===== config.mk =====
export PLATFORM = sky130hd
export DESIGN_NAME = prio_encoder_8to3_hs
export DESIGN_NICKNAME = d
export VERILOG_FILES = /design/src/rtl/prio_encoder_8to3_hs.sv
export SDC_FILE = /design/constraint.sdc
export NUM_CORES = 1
export LEC_CHECK = 0
export CAP_MARGIN = 20
export CORE_UTILIZATION = 48
export CTS_CLUSTER_DIAMETER = 100
export DETAILED_ROUTE_END_ITERATION = 10
export PLACE_DENSITY_LB_ADDON = 0.08
export SYNTH_ARGS = -nofsm -noshare
export SYNTH_HDL_FRONTEND = slang
export SYNTH_SLANG_ARGS = --single-unit

===== constraint.sdc =====
create_clock -name clk_i -period 1.5 [get_ports clk_i]
set_input_delay 0.3 -clock clk_i [delete_from_list [all_inputs] [get_ports clk_i]]
set_output_delay 0.3 -clock clk_i [all_outputs]
set_load 0.005 [all_outputs]

===== src/rtl/prio_encoder_8to3_hs.sv =====
// prio_encoder_8to3_hs: clocked 8-to-3 priority encoder.
// Active-low request lines are synchronized and falling-edge detected, then latched
// into pending bits. The highest pending index is presented with a valid/ack handshake.
// 74148-style EI/EO/GS pins let two blocks cascade into a 16-line encoder.
module prio_encoder_8to3_hs #(
    parameter int SYNC_STAGES = 2
) (
    input  logic       clk_i,
    input  logic       rst_i,
    input  logic [7:0] req_n_i,
    input  logic       ei_n_i,
    input  logic       ack_i,
    output logic [2:0] code_o,
    output logic       valid_o,
    output logic       gs_n_o,
    output logic       eo_n_o,
    output logic [7:0] pending_o
);

    typedef enum logic [1:0] {
        IDLE    = 2'd0,
        PRESENT = 2'd1,
        GAP     = 2'd2
    } state_t;

    state_t                      state_q, state_d;
    logic [SYNC_STAGES-1:0][7:0] sync_q, sync_d;
    logic [7:0]                  prev_q;
    logic [7:0]                  pending_q, pending_d;
    logic [7:0]                  synced;
    logic [7:0]                  fall;
    logic [7:0]                  clr;
    logic [2:0]                  code_q, code_d;

    if (SYNC_STAGES < 1 || SYNC_STAGES > 4) begin : g_bad_sync_stages
        $error("SYNC_STAGES must be in 1..4");
    end

    // Index of the highest set bit; bit 7 has the highest priority.
    function automatic logic [2:0] highest_idx(input logic [7:0] v);
        logic [2:0] idx;
        idx = 3'd0;
        for (int i = 0; i < 8; i++) begin
            if (v[i]) idx = 3'(i);
        end
        return idx;
    endfunction

    // Synchronizer shift: stage 0 captures the raw lines, each later stage copies its predecessor.
    always_comb begin
        sync_d    = sync_q;
        sync_d[0] = req_n_i;
        for (int k = 1; k < SYNC_STAGES; k++) begin
            sync_d[k] = sync_q[k-1];
        end
    end

    // Falling-edge detect and pending update; a set and a clear on the same bit keeps it set.
    always_comb begin
        synced    = sync_q[SYNC_STAGES-1];
        fall      = prev_q & ~synced;
        clr       = (state_q == PRESENT && ack_i) ? (8'h01 << code_q) : 8'h00;
        pending_d = (pending_q & ~clr) | fall;
    end

    // Request path registers; synchronizers reset high so a line held low yields one edge at release.
    always_ff @(posedge clk_i) begin
        if (rst_i) begin
            sync_q    <= '1;
            prev_q    <= 8'hFF;
            pending_q <= 8'h00;
        end else begin
            sync_q    <= sync_d;
            prev_q    <= synced;
            pending_q <= pending_d;
        end
    end

    // FSM state and presented-code registers.
    always_ff @(posedge clk_i) begin
        if (rst_i) begin
            state_q <= IDLE;
            code_q  <= 3'd0;
        end else begin
            state_q <= state_d;
            code_q  <= code_d;
        end
    end

    // Next-state logic; priority is resolved only when leaving IDLE.
    always_comb begin
        state_d = state_q;
        code_d  = code_q;
        unique case (state_q)
            IDLE: begin
                if (!ei_n_i && pending_q != 8'h00) begin
                    state_d = PRESENT;
                    code_d  = highest_idx(pending_q);
                end
            end
            PRESENT: begin
                if (ack_i) state_d = GAP;
            end
            GAP: begin
                state_d = IDLE;
            end
            default: begin
                state_d = IDLE;
            end
        endcase
    end

    // Outputs decoded from registered state; eo_n_o also follows ei_n_i combinationally.
    always_comb begin
        valid_o   = (state_q == PRESENT);
        gs_n_o    = ~(state_q == PRESENT);
        eo_n_o    = ~(!ei_n_i && pending_q == 8'h00 && state_q == IDLE);
        code_o    = code_q;
        pending_o = pending_q;
    end

endmodule


[Word level (Yosys, flattened, before mapping)]
Index checks and enable logic that the tools add are counted.
Storage, ports and cells
  bits of input ports: 12
  flip-flop bits (word level): 37
Cells by class
  eq/ne operators: 3
  multiplexer cells: 11
  reductions and logical operators: 10
  bitwise logic cells: 7
  shift-type cells: 1
Operators with widths (count)
  $mux W3: 6
  $and A8 B8 Y8: 2
  $not A8 Y8: 2
  $logic_not A8 Y1: 1
  $mux W8: 1
  $or A8 B8 Y8: 1
  $reduce_bool A8 Y1: 1
  $shl A1 B3 Y8 const A: 1
  $logic_and A1 B1 Y1: 4
  $mux W2: 2
  $ne A2 B2 Y1 const B: 2
  $pmux W2 S2: 1
  $reduce_and A2 Y1: 2
  $eq A2 B1 Y1 const B: 1
  $logic_not A2 Y1: 1
  $not A1 Y1: 2
  $logic_not A1 Y1: 1
  $mux W1: 1

[Logic depth before layout (Yosys ltp)]
  depth after elaboration: 7
  gate-level depth with buffers: 4
  gate-level depth less buffers: 4

[Worst setup path after synthesis]
Ideal clock, no wire load.
  path kind: reg-to-reg
  from: register pending_q[3] (netlist: pending_o[3])
  to: register code_q[1] (netlist: code_o[1])
  arrival time: 1.268 ns
  data required time: 1.374 ns
  cell stages (with the launch flop): 5
  buffers on the path: 0
  setup slack: 0.106 ns
  setup time: 0.126 ns
  cells stage by stage: dfxtp_1 or4_4 o21ai_4 and2b_2 nor3_2
Between the ends
  longest elaborated chain between the ends: 5
  elaborated cells between the ends (all ways): 8
  those cells by class: mux (5); reduce/logical (3)
RTL lines
  from (decl): line 29  | logic [7:0] pending_q, pending_d;
  from (signal assigned): line 75  | pending_q <= pending_d;
  $mux W3 (5 in a row): line 44  | if (v[i]) idx = 3'(i);
  to (signal assigned): line 86  | code_q <= code_d;
  to (decl): line 33  | logic [2:0] code_q, code_d;
Several ways; a longest one is shown, not always the timed one.
A chain may end at the register's enable or synchronous reset.

[Worst setup path in the final report]
  from: register pending_q[7] (netlist: pending_o[7])
  to: output port eo_n_o
Between the ends
  longest elaborated chain between the ends: 4
RTL lines
  $logic_not A8 Y1: line 117  | eo_n_o = ~(!ei_n_i && pending_q == 8'h00 && state_q == IDLE);
  $logic_and A1 B1 Y1 (2 in a row): line 117
  $not A1 Y1: line 117
  to (decl): line 16  | output logic eo_n_o,
No other way between the ends.

==> results summary <==
The flow ran to the end, but the final reports show violations. The final reports fail on negative setup slack. The cell family contributing the most delay on the critical path is simple AND/OR/NAND/NOR gates. In this run the static leakage power is just under 0.8 nW. The worst hold path belongs to the class flop to flop. The overall die width is roughly 53 um. Across the run, the number of max-cap violations was 0. Among all stages on the critical path, the largest delay is contributed by or4_4. Data on the critical path is required at its endpoint by 1.20 ns. For this run, the leading register cell type out of synthesis is dfxtp_1. The portion of the clock cycle consumed by the worst path in the final layout is 1.200. The delay of the slowest cell on the worst path came out at roughly 0.55 ns. Traced cell by cell, the critical path runs through or4_4 -> nor2_4 -> nand2_1 -> buf_2. The number of levels in the clock H-tree is 2. The library cell used most frequently in the layout, excluding fill and tap cells, is dfxtp_1. The compound-gate portion of the synthesized area came out at 0.1127. The number of port buffers is 25.

The ratio of total power to cell area came out at 1164 nW/um2. The final net count came out at approximately 180. After synthesis the cells add up to approximately 1300 um2. The weighted congestion at the end of routability-driven global placement came out at roughly 0.80. The remaining routing DRC violations is 0.

The die is 53.13 um tall. Final hold analysis gives a worst-case slack of around 0.42 ns. The number of cells produced by synthesis came out at between 100 and 150. The register bit total from synthesis came out at 37.

The share of layout cells above drive strength 1 is 0.4235. The minimum clock period is ~1.8 ns. The transition time of the tightest slew-check pin came out at about 0.37 ns.

The number of buffers and inverters on the critical path is 1. The sequential area share after synthesis is 0.5902. The count of hold-fix buffers inserted at cts is 0. The overflow left after global routing is 0. Dividing the detail-routed wire length by the instance count gives 10.96 um. The classification of the worst setup path is flop to output port.

Counting the buffers created by CTS gives 5. The synthesized area divided by synthesized cell count is between 10 and 15 um2. The sum of negative setup slack is -0.7428 ns. The library cells used most frequently in the layout, excluding fill and tap cells, are dfxtp_1, or2_2, buf_4.

The first detailed-routing pass ran for 5 iterations. The worst setup path is launched from a flop. The aggregate routed wire length is ~2200 um.

The maximum buffer depth of the clock tree is 2. Between clock sinks in the finished design, the worst skew comes to roughly 0.0055 ns. The largest net degree at the start of global routing came out at 20.

The category of the worst setup path capture point is an output port. Measured against its own limit, the worst slew margin works out to 0.7521. The net count of the mapped netlist came out at 134. The initial core utilization is 0.5066.

The TritonCTS clock tree is yes. The count of routing violations after the opening detailed-route iteration is 17. The core region is 2477 um2. The post-synthesis to final-layout area growth came out at 41.57%.

The count of flip-flops with a built-in enable after synthesis is 0. Across the VDD grid, the largest voltage drop is between 0.9 and 1 mV. The total number of yosys warnings is 0. Setup violations remaining at the end of the flow were counted as 4.

The number of vias after detailed routing came out at between 900 and 1000. The via count of the first global-routing pass came to around 820. The setup slack after placement is -0.2421 ns. The final critical-path setup slack is -0.3000 ns. The number of antenna-violating nets in the routed design is 0. CTS saw 37 sinks. The number of diodes added for antenna fixing is 0. The initialized floorplan defines 18 standard-cell rows. Setup repair after global routing could not meet its margin everywhere.

The first global-routing pass estimated approximately 3600 um of wire. The number of primary I/O pins is 26. Of the total synthesized cell area, the portion taken by full adders, half adders and majority gates is 0. Of the total synthesized cell area, the portion taken by AND, OR, NAND and NOR gates is 0.2702. After synthesis, the largest family of logic cells by area is simple AND/OR/NAND/NOR gates. The count of placed standard cells including taps came out at approximately 190. The number of max-slew violations in the final report is 0. After synthesis, the share of flip-flops with an asynchronous set or reset is 0. The clock insertion delay at the later pin of the skew report came out at 0.33 ns. The number of failing hold endpoints at the final stage was 0.

The tree is rooted in a clkbuf_4. The initial antenna violation count came to 0. The largest area contributor in the synthesized netlist is dfxtp_1. After synthesis, the cell types taking the most area are dfxtp_1, or2_2, nand2b_1.

The data arrival time of the worst path came out at 1.50 ns. The multiplexer share of the synthesized area came out at 0. The overall fraction of global-route tracks in use came out at 0.1877. Of the total synthesized cell area, the portion taken by XOR and XNOR cells is 0. After legalization and detailed placement, the total HPWL measured between 1500 and 2000 um. The count of cells in the finished layout, fillers not included, comes to 200. The clock slew at the register clock pins of the worst setup and hold paths is about 0.10 ns. Timing would allow up to roughly 0.56 GHz.

The share of synthesized area in the top cell type comes to 0.5902. Dividing the detail-routed via count by the number of cells gives 4.770. The floorplan step defined a die boundary enclosing 2823 um2. The maximum fanout along the worst path is 2. The netlist uses 24 different library cells.
## where the power goes
group	internal [mW]	switching, mW	leakage, nW	total, mW
sequential	1.04	0.0184	0.310	1.05
clock	0.398	0.308	0.0455	0.706
combinational	0.185	0.122	0.414	0.308
## stage by stage
stage	util	total power, mW	area, um2
2_1_floorplan	-	1.211	1255
4_1_cts	0.7040	2.072	1744
6_report	0.7172	2.067	1777
3_3_place_gp	0.6545	1.349	1622
3_5_place_dp	0.6545	1.358	1622
5_1_grt	0.7172	2.174	1777
## cell usage after synthesis, types with 2 or more instances
master / instances
o31ai_1: 2
or4_4: 2
a21oi_1: 10
nand2b_1: 11
o21ai_0: 7
or2_2: 24
nand2_1: 5
dfxtp_1: 37
clkbuf_1: 2
nor3_1: 2
nor2_1: 5
inv_1: 2
nor2b_1: 2
## registers in the layout, indices dropped and copies added (netlist names)
register and flops:
code_o 3, pending_o 8, sync_d 8, state_q 2, prev_q 8, synced 8
## final timing paths
kind                           start                     end  slack, ns  depth (start not counted)
max          pending_o[7]$_SDFF_PP0_                  eo_n_o      -0.30                          4
min             sync_d[9]$_SDFF_PP1_    synced[1]$_SDFF_PP1_       0.42                          1
max reg2reg  pending_o[0]$_SDFF_PP0_  code_o[1]$_SDFFE_PP0P_      -0.18                          6
min reg2reg     sync_d[9]$_SDFF_PP1_    synced[1]$_SDFF_PP1_       0.42                          1
## layout make-up
cell class | instances | area, um2
inverter | 2 | 7.507
clock inverter | 1 | 30.03
tap | 30 | 37.54
timing repair buffer | 44 | 390.4
sequential | 37 | 760.7
fill | 196 | 700.7
clock buffer | 7 | 55.05
multi-input combinational | 79 | 495.5
## repair_timing
item	4_1_cts	5_1_grt
resized for setup	30	7
setup endpoints to repair	15	8
pin swaps	2	3
endpoints found under the hold margin	0	0
setup buffers	4	1
## routing by layer
metal,up-vias,routed length [um],global-route usage
met5,-,0,0
met4,0,39,0.08772
met3,6,152,0.09770
met2,28,1087,0.3038
met1,423,913,0.2000
li1,497,-,-
## logic make-up (layout without fill, tap and decap cells)
family	Yosys count	in the layout
AND/OR/NAND/NOR	56	56
flip-flops	37	37
AO/OA/AOI/OAI	23	23
buffers and inverters	6	54
Power figures use the tool's default switching activity.
